<file path="src/rtl/riscv_mem_pkg.sv">
`default_nettype none
// ============================================================================
// Module      : riscv_mem_pkg
// Description : Shared types, widths and the request error check for the
//               data-memory responder.
// Revision    : 1.0 - initial release
// ============================================================================
package riscv_mem_pkg;

    localparam int WORD_W = 32;
    localparam int BE_W   = 4;

    typedef enum logic [1:0] {
        IDLE = 2'd0,
        WAIT = 2'd1,
        RESP = 2'd2
    } state_t;

    // The whole word index is compared, so addresses beyond the array never wrap.
    function automatic logic req_error(input logic [31:0] addr,
                                       input int unsigned depth_words);
        logic [31:0] w_index;
        w_index = {2'b00, addr[31:2]};
        return (addr[1:0] != 2'b00) || (w_index >= depth_words);
    endfunction

endpackage
`default_nettype wire

</file>
<file path="src/rtl/dmem_array.sv">
`default_nettype none
// ============================================================================
// Module      : dmem_array
// Description : Word-organised storage with a synchronous byte-enabled write
//               port and a combinational read port. Contents are not reset.
// Revision    : 1.0 - initial release
// ============================================================================
module dmem_array
    import riscv_mem_pkg::*;
#(
    parameter int unsigned DEPTH_WORDS = 128,
    parameter int unsigned AW          = 7
) (
    input  logic              clk,
    input  logic              i_wr_en,
    input  logic [AW-1:0]     i_wr_idx,
    input  logic [WORD_W-1:0] i_wr_data,
    input  logic [BE_W-1:0]   i_wr_be,
    input  logic [AW-1:0]     i_rd_idx,
    output logic [WORD_W-1:0] o_rd_data
);

    logic [WORD_W-1:0] r_mem [DEPTH_WORDS];

    always_ff @(posedge clk) begin
        if (i_wr_en) begin
            for (int b = 0; b < BE_W; b++) begin
                if (i_wr_be[b]) begin
                    r_mem[i_wr_idx][8*b +: 8] <= i_wr_data[8*b +: 8];
                end
            end
        end
    end

    assign o_rd_data = r_mem[i_rd_idx];

endmodule
`default_nettype wire

</file>
<file path="src/rtl/dmem_responder.sv">
`default_nettype none
// ============================================================================
// Module      : dmem_responder
// Description : Handshaked data-memory slave with a fixed, configurable
//               response latency; one response per accepted request.
// Revision    : 1.0 - initial release
// ============================================================================
module dmem_responder
    import riscv_mem_pkg::*;
#(
    parameter int unsigned DEPTH_WORDS = 128,
    parameter int unsigned LATENCY     = 2
) (
    input  logic              clk,
    input  logic              reset,
    input  logic              req_valid,
    output logic              req_ready,
    input  logic              req_we,
    input  logic [31:0]       req_addr,
    input  logic [WORD_W-1:0] req_wdata,
    input  logic [BE_W-1:0]   req_be,
    output logic              rsp_valid,
    input  logic              rsp_ready,
    output logic [WORD_W-1:0] rsp_rdata,
    output logic              rsp_err
);

    localparam int unsigned c_AW       = (DEPTH_WORDS > 1) ? $clog2(DEPTH_WORDS) : 1;
    localparam logic [3:0]  c_CNT_INIT = 4'(LATENCY - 1);

    state_t            r_state;
    state_t            w_state_nxt;
    logic [3:0]        r_cnt;
    logic [3:0]        w_cnt_nxt;
    logic              w_accept;
    logic              w_enter_resp;

    logic              r_we;
    logic [31:0]       r_addr;
    logic [WORD_W-1:0] r_wdata;
    logic [BE_W-1:0]   r_be;
    logic [WORD_W-1:0] r_rdata;
    logic              r_err;

    logic              w_cur_we;
    logic [31:0]       w_cur_addr;
    logic [WORD_W-1:0] w_cur_wdata;
    logic [BE_W-1:0]   w_cur_be;
    logic              w_cur_err;
    logic              w_arr_we;
    logic [WORD_W-1:0] w_arr_rdata;

    always_comb begin
        w_state_nxt  = r_state;
        w_cnt_nxt    = r_cnt;
        w_accept     = 1'b0;
        w_enter_resp = 1'b0;
        case (r_state)
            IDLE: begin
                if (req_valid) begin
                    w_accept  = 1'b1;
                    w_cnt_nxt = c_CNT_INIT;
                    if (LATENCY > 1) begin
                        w_state_nxt = WAIT;
                    end else begin
                        w_state_nxt  = RESP;
                        w_enter_resp = 1'b1;
                    end
                end
            end
            WAIT: begin
                w_cnt_nxt = r_cnt - 4'd1;
                if (r_cnt == 4'd1) begin
                    w_state_nxt  = RESP;
                    w_enter_resp = 1'b1;
                end
            end
            RESP: begin
                if (rsp_ready) begin
                    w_state_nxt = IDLE;
                end
            end
            default: w_state_nxt = IDLE;
        endcase
    end

    // With single-cycle latency the commit edge is the accept edge, so the
    // live request is used instead of the not-yet-latched copy.
    assign w_cur_we    = (r_state == IDLE) ? req_we    : r_we;
    assign w_cur_addr  = (r_state == IDLE) ? req_addr  : r_addr;
    assign w_cur_wdata = (r_state == IDLE) ? req_wdata : r_wdata;
    assign w_cur_be    = (r_state == IDLE) ? req_be    : r_be;
    assign w_cur_err   = req_error(w_cur_addr, DEPTH_WORDS);
    assign w_arr_we    = w_enter_resp & w_cur_we & ~w_cur_err & ~reset;

    dmem_array #(
        .DEPTH_WORDS (DEPTH_WORDS),
        .AW          (c_AW)
    ) u_array (
        .clk       (clk),
        .i_wr_en   (w_arr_we),
        .i_wr_idx  (w_cur_addr[c_AW+1:2]),
        .i_wr_data (w_cur_wdata),
        .i_wr_be   (w_cur_be),
        .i_rd_idx  (w_cur_addr[c_AW+1:2]),
        .o_rd_data (w_arr_rdata)
    );

    always_ff @(posedge clk or posedge reset) begin
        if (reset) begin
            r_state <= IDLE;
            r_cnt   <= 4'd0;
        end else begin
            r_state <= w_state_nxt;
            r_cnt   <= w_cnt_nxt;
        end
    end

    always_ff @(posedge clk or posedge reset) begin
        if (reset) begin
            r_we    <= 1'b0;
            r_addr  <= '0;
            r_wdata <= '0;
            r_be    <= '0;
            r_rdata <= '0;
            r_err   <= 1'b0;
        end else begin
            if (w_accept) begin
                r_we    <= req_we;
                r_addr  <= req_addr;
                r_wdata <= req_wdata;
                r_be    <= req_be;
            end
            if (w_enter_resp) begin
                r_rdata <= (w_cur_we || w_cur_err) ? '0 : w_arr_rdata;
                r_err   <= w_cur_err;
            end
        end
    end

    assign req_ready = (r_state == IDLE) & ~reset;
    assign rsp_valid = (r_state == RESP);
    assign rsp_rdata = r_rdata;
    assign rsp_err   = r_err;

endmodule
`default_nettype wire
</file>
<file path="config.mk">
export PLATFORM = sky130hd
export DESIGN_NAME = dmem_responder
export DESIGN_NICKNAME = d
export VERILOG_FILES = /design/src/rtl/riscv_mem_pkg.sv /design/src/rtl/dmem_array.sv /design/src/rtl/dmem_responder.sv
export SDC_FILE = /design/constraint.sdc
export NUM_CORES = 2
export LEC_CHECK = 0
export BUFFER_PORTS_ARGS = -buffer_cell sky130_fd_sc_hd__buf_2
export CORE_MARGIN = 1.5
export CORE_UTILIZATION = 45
export DETAILED_ROUTE_END_ITERATION = 10
export HOLD_SLACK_MARGIN = 0.1
export PLACE_DENSITY_LB_ADDON = 0.1
export SYNTH_ARGS = -nofsm -noshare
export SYNTH_HDL_FRONTEND = slang
export SYNTH_SLANG_ARGS = --single-unit
</file>
<file path="constraint.sdc">
create_clock -name clk -period 6.7 [get_ports clk]
set_clock_uncertainty 0.05 [all_clocks]
set_input_delay 1.34 -clock clk [delete_from_list [all_inputs] [get_ports clk]]
set_output_delay 1.34 -clock clk [all_outputs]
set_load 0.005 [all_outputs]
</file>
---- Word level (Yosys, flattened, before mapping) ----
Memories as Yosys holds them, arrays and structs flattened.
Index checks and enable logic that the tools add are counted.
storage, ports and cells
  bits in writable memories ............... 4096
  input port bits ......................... 73
  bits in registers ....................... 108
  memories kept ........................... 1
operators by class
  reductions and logical operators ........ 7
  mux-type cells .......................... 27
  bitwise logic cells ..................... 6
  equal/unequal tests ..................... 6
  magnitude comparators ................... 1
  $add $sub $neg .......................... 1
memories
  name           words  width  read ports  clocked after Yosys merged registers in  write ports  line              source
  u_array.r_mem  128    32     1           0                                        1            dmem_array.sv:23  logic [WORD_W-1:0] r_mem [DEPTH_WORDS];
operators by type and width
  operator                                               count
  2-to-1 mux 32 bit                                      3
  >= comparator 30 x 8 -> 1 bit (second input constant)  1
  2-to-1 mux 1 bit                                       17
  2-to-1 mux 4 bit                                       2
  case mux 4 bit (2 select lines)                        1
  2-to-1 mux 2 bit                                       3
  case mux 2 bit (3 select lines)                        1
  bitwise AND 1 bit                                      4
  == test 4 x 1 -> 1 bit (second input constant)         1
  != test 2 bit (second input constant)                  2
  nonzero test 2 bit                                     2
  subtractor 4 x 1 -> 4 bit (second input constant)      1
  AND reduction 3 bit                                    1
  == test 2 x 1 -> 1 bit (second input constant)         1
  == test 2 bit (second input constant)                  1
  logical NOT 2 bit                                      1
  logical OR 1 bit                                       2
  != test 2 x 1 -> 1 bit (second input constant)         1
  inverter 1 bit                                         2
  AND reduction 2 bit                                    1

---- Depth between registers and ports, before layout ----
  word-level depth ........................ 9
  depth in mapped cells ................... 14
  depth with buffers taken out ............ 10

---- Hierarchy ----
A second synthesis with hierarchy kept.
second synthesis, totals
  cell total of the unflattened synthesis .. 7063
  area, all modules ....................... 162862.4 sq um
modules (own cells, without submodules)
  module          sequential area each (sq um)  area an instance (sq um)  cells an instance  times used
  dmem_array      122998.0                      157718.8                  6520               1
  dmem_responder  2702.6                        5143.7                    543                1

---- Worst setup path before layout ----
No wires, ideal clock.
  path kind ............................... in2reg
  from .................................... input req_addr[0]
  to ...................................... memory u_array.r_mem[101][0] (enable)
  arrival ................................. 3.656 ns
  stages .................................. 9
  slack ................................... 2.624 ns
  cell sequence ........................... or4_1 -> nor4_1 -> a22o_1 -> nand3_1 -> or3_1 -> a21o_1 -> clkbuf_1 -> clkbuf_1 -> nor2_1
on the way
  longest elaborated chain between the ends .. 8
RTL lines
  element                                 line                  source
  from (decl)                             dmem_responder.sv:19  input logic [31:0] req_addr,
  2-to-1 mux 32 bit                       dmem_responder.sv:90  assign w_cur_addr = (r_state == IDLE) ? req_addr : r_addr;
  nonzero test 2 bit                      riscv_mem_pkg.sv:24   return (addr[1:0] != 2'b00) || (w_index >= depth_words);
  logical OR 1 bit                        riscv_mem_pkg.sv:24
  inverter 1 bit                          dmem_responder.sv:94  assign w_arr_we = w_enter_resp & w_cur_we & ~w_cur_err & ~reset;
  bitwise AND 1 bit (2 in a row)          dmem_responder.sv:94
  2-to-1 mux 1 bit                        dmem_array.sv:26      if (i_wr_en) begin
  2-to-1 mux 1 bit (not written as such)  dmem_array.sv:29      r_mem[i_wr_idx][8*b +: 8] <= i_wr_data[8*b +: 8];
  to (decl)                               dmem_array.sv:23
Every way passes these cells.

---- Final worst setup path ----
  from .................................... register r_state[1]
  to ...................................... memory u_array.r_mem[124][22] (enable)
on the way
  longest elaborated chain between the ends .. 9
  elaborated cells on any way between the ends .. 16
RTL lines
  element                                                              line                   source
  from (decl)                                                          dmem_responder.sv:31   state_t r_state;
  from (signal assigned)                                               dmem_responder.sv:114  r_state <= w_state_nxt;
  logical NOT 2 bit                                                    n/a
  2-to-1 mux 32 bit                                                    dmem_responder.sv:90
  >= comparator 30 x 8 -> 1 bit or nonzero test 2 bit (tied branches)  riscv_mem_pkg.sv:24
  logical OR 1 bit                                                     riscv_mem_pkg.sv:24
  inverter 1 bit                                                       dmem_responder.sv:94
  bitwise AND 1 bit (2 in a row)                                       dmem_responder.sv:94
  2-to-1 mux 1 bit                                                     dmem_array.sv:26
  2-to-1 mux 1 bit (not written as such)                               dmem_array.sv:29
Parallel ways exist; a longest one is shown, timed or not.

==> results.sh <==
export IMPL_post_cts_buffers=0
export IMPL_hp_start="r_addr[31]$_DFFE_PP0P_"
export IMPL_required_ns=7.28
export IMPL_tightest_slew_ns=1.514
export IMPL_initial_core_util_pct=45.30
export IMPL_slew_headroom_pct=-1.857
export IMPL_synthDistinctLibCells=64
export IMPL_ioPinCount=108
export IMPL_vdd_drop_max_mv=0.7448
export IMPL_wirelength_um=599600
export IMPL_slew_violations=2
export IMPL_drive_gt1_share_pct=13.13
export IMPL_dr_wl_met2_um=265600
export IMPL_holdBufCountCts=0
export IMPL_fin_nets=10960
export IMPL_cts_tree="built"
export IMPL_min_period_over_period_pct=82.75
export IMPL_rows=217
export IMPL_power_density_nw_per_um2=466.4
export IMPL_critical_path_class="reg -> reg"
export IMPL_maxCapViolations=1
export IMPL_max_freq_ghz=0.1804
export IMPL_status="finished, violations left"
export IMPL_first_iter_violations=17230
export IMPL_hold_end="r_addr[31]$_DFFE_PP0P_"
export IMPL_violations="max-capacitance violations, max-slew violations"
export IMPL_io_buffers=107
export IMPL_synth_edf_count=4096
export IMPL_first_pass_iters=8
export IMPL_dp_hpwl_um=373700
export IMPL_syn_avg_cell_area_um2=15.20
export IMPL_routedWlPerCell_um=37.70
export IMPL_r2r_cells=5
export IMPL_grt_pass1_wl_um=814700
export IMPL_rsz0062_at_grt="no"
export IMPL_fin_crit_ns=5.544
export IMPL_synthArstFlopShare_pct=2.569
export IMPL_hold_path_class="reg -> reg"
export IMPL_cts_resized_gates=0
export IMPL_ys_flop_type="edfxtp_1"
export IMPL_num_vias=104300
export IMPL_arrival_ns=6.12
export IMPL_gr_usage_all_layers_pct=32.99
export IMPL_worst_path_max_fanout=41
export IMPL_rrSetupSlack_ns=1.16
export IMPL_r2r_start="r_state[1]$_DFFE_PP0P_"
export IMPL_path_clk_slew_ns=0.06
export IMPL_synthCells=10430
export IMPL_cts_made_buffers=434
export IMPL_holdPathStages=2
export IMPL_ant_nets=0
export IMPL_setup_viol=0
export IMPL_wl_met1_um=230800
export IMPL_post_place_ws_ns=1.044
export IMPL_htreeDepth=5
export IMPL_hold_violations=0
export IMPL_rr_endpoint="u_array.r_mem[124][22]$_DFFE_PP_"
export IMPL_die_h_um=596.5
export IMPL_fin_util_pct=52.11
export IMPL_crit_path_start_kind="register"
export IMPL_route_detailed_drc=0
export IMPL_area_growth_pct=15.03
export IMPL_totalPowerFinal_w=0.08506
export IMPL_syn_nets=10500
export IMPL_ys_ff_latch=4204
export IMPL_fp_coreArea_um2=350000
export IMPL_clockRootBuffer="clkbuf_16"
export IMPL_p_leak_nw=59.18
export IMPL_die_area_um2=355900
export IMPL_grt_pass1_vias=98680
export IMPL_numClockSinks=4204
export IMPL_ctsLongestPathBuffers=4
export IMPL_critical_path_endpoint_type="register"
export IMPL_seq_area_frac_synth_pct=79.29
export IMPL_finalSetupTns_ns=0
export IMPL_die_w_um=596.5
export IMPL_antenna_found_initial=79
export IMPL_yosysWarningCount=0
export IMPL_n_fill_cell=28640
export IMPL_grt_max_degree=129
export IMPL_vias_per_cell=6.560
export IMPL_whs_ns=0.4257
export IMPL_highest_layer="met5"
export IMPL_grt_ovfl_total=0
export IMPL_syn_cell_area_um2=158500
export IMPL_wl_met3_um=73390
export IMPL_gp_congestion=0.9168
export IMPL_worst_slack_ns=1.156
export IMPL_clk_latency_ns=1.01
[layout by cell type, fill, tap and decap left out, types with 99 or more instances in the layout]
cell	netlist	final
edfxtp_1	4096	4096
o22ai_1	1264	1264
nand2_1	1222	1171
nor2_1	958	949
a21oi_1	733	733
buf_4	54	546
clkbuf_16	0	441
nor4_1	160	158
o41ai_1	126	121
a22oi_1	121	121
dfrtp_1	108	108
buf_2	355	107
nor3_1	102	102
a31oi_1	100	99
[layout make-up]
class	instances	area, µm²	area share [%]
clock buffer	554	11620	6.372
clock inverter	259	2768	1.518
inverter	23	91.34	0.05009
antenna	38	95.09	0.05214
timing repair buffer	739	6356	3.485
sequential	4204	125700	68.93
tap	4599	5754	3.155
multi-input combinational	5487	29980	16.44
[power by group]
group	internal, W	switching [W]	leakage, nW	total, W
Combinational	0.00573	0.0207	13.7	0.0264
Sequential	0.0338	0.000228	38.5	0.0340
Clock	0.0143	0.0104	7.01	0.0247
Total	0.0538	0.0313	59.2	0.0851
[metal layers]
layer,vias up,track usage [%]
li1,42150,-
met1,53740,45.20
met2,7124,49.42
met3,1265,9.161
met4,41,14.21
met5,-,0.8519
[flip-flops by register name (all words and copies together) (netlist names)]
signal	cells
r_be	4
rsp_rdata	32
rsp_err	1
r_we	1
r_cnt	4
r_state	2
u_array.r_mem	4096
r_addr	32
r_wdata	32
[how the worst max path moves through the flow]
stage / slack (ns) / cells past startpoint / to / start
floorplan: 2.46 / 1 / r_addr[0]$_DFFE_PP0P_ / reset
global placement: 0.73 / 11 / rsp_rdata[17]$_DFFE_PP0P_ / req_addr[4]
detailed placement: 1.04 / 11 / rsp_rdata[2]$_DFFE_PP0P_ / req_addr[2]
CTS: 1.45 / 5 / u_array.r_mem[124][17]$_DFFE_PP_ / r_state[1]$_DFFE_PP0P_
global route: 1.16 / 10 / rsp_rdata[2]$_DFFE_PP0P_ / r_state[1]$_DFFE_PP0P_
finish: 1.16 / 5 / u_array.r_mem[124][22]$_DFFE_PP_ / r_state[1]$_DFFE_PP0P_
[cell usage after synthesis, types with 82 or more instances]
cell,n,area (µm²)
a31oi_1,100,625.6
nor4_1,160,1001
nand2_1,1222,4587
o41ai_1,126,1104
a22oi_1,121,908.4
edfxtp_1,4096,123000
nand3_1,87,435.4
buf_2,355,1777
a21oi_1,733,3669
clkbuf_1,245,919.6
nor2_1,958,3596
nor3_1,102,510.5
o22ai_1,1264,7908
dfrtp_1,108,2703
o31ai_1,82,615.6
[worst max-delay path, stage by stage, from the launching register on]
cell and delay (ns):
dfrtp_1 0.65, o21ai_2 0.87, nand2_8 0.51, nor2_2 0.99, nand2_1 0.98, nor2_1 1.09
[logic make-up after synthesis]
| group | share of synthesized area [%] |
|---|---|
| flops | 79.29 |
| buf+inv | 2.191 |
| xor+xnor | 0.005526 |
| mux | 0.5320 |
| compound gates | 11.16 |
| fa+ha+maj | 0.01578 |
| simple gates | 6.807 |
[per-stage QoR]
stage | cells | cell area [µm²]
floorplan | 10430 | 158500
global placement | 15050 | 167900
detailed placement | 15050 | 167900
CTS | 15870 | 182300
global route | 15880 | 182300
finish | 15900 | 182400
Note: power is estimated with default switching activity, not from simulation.
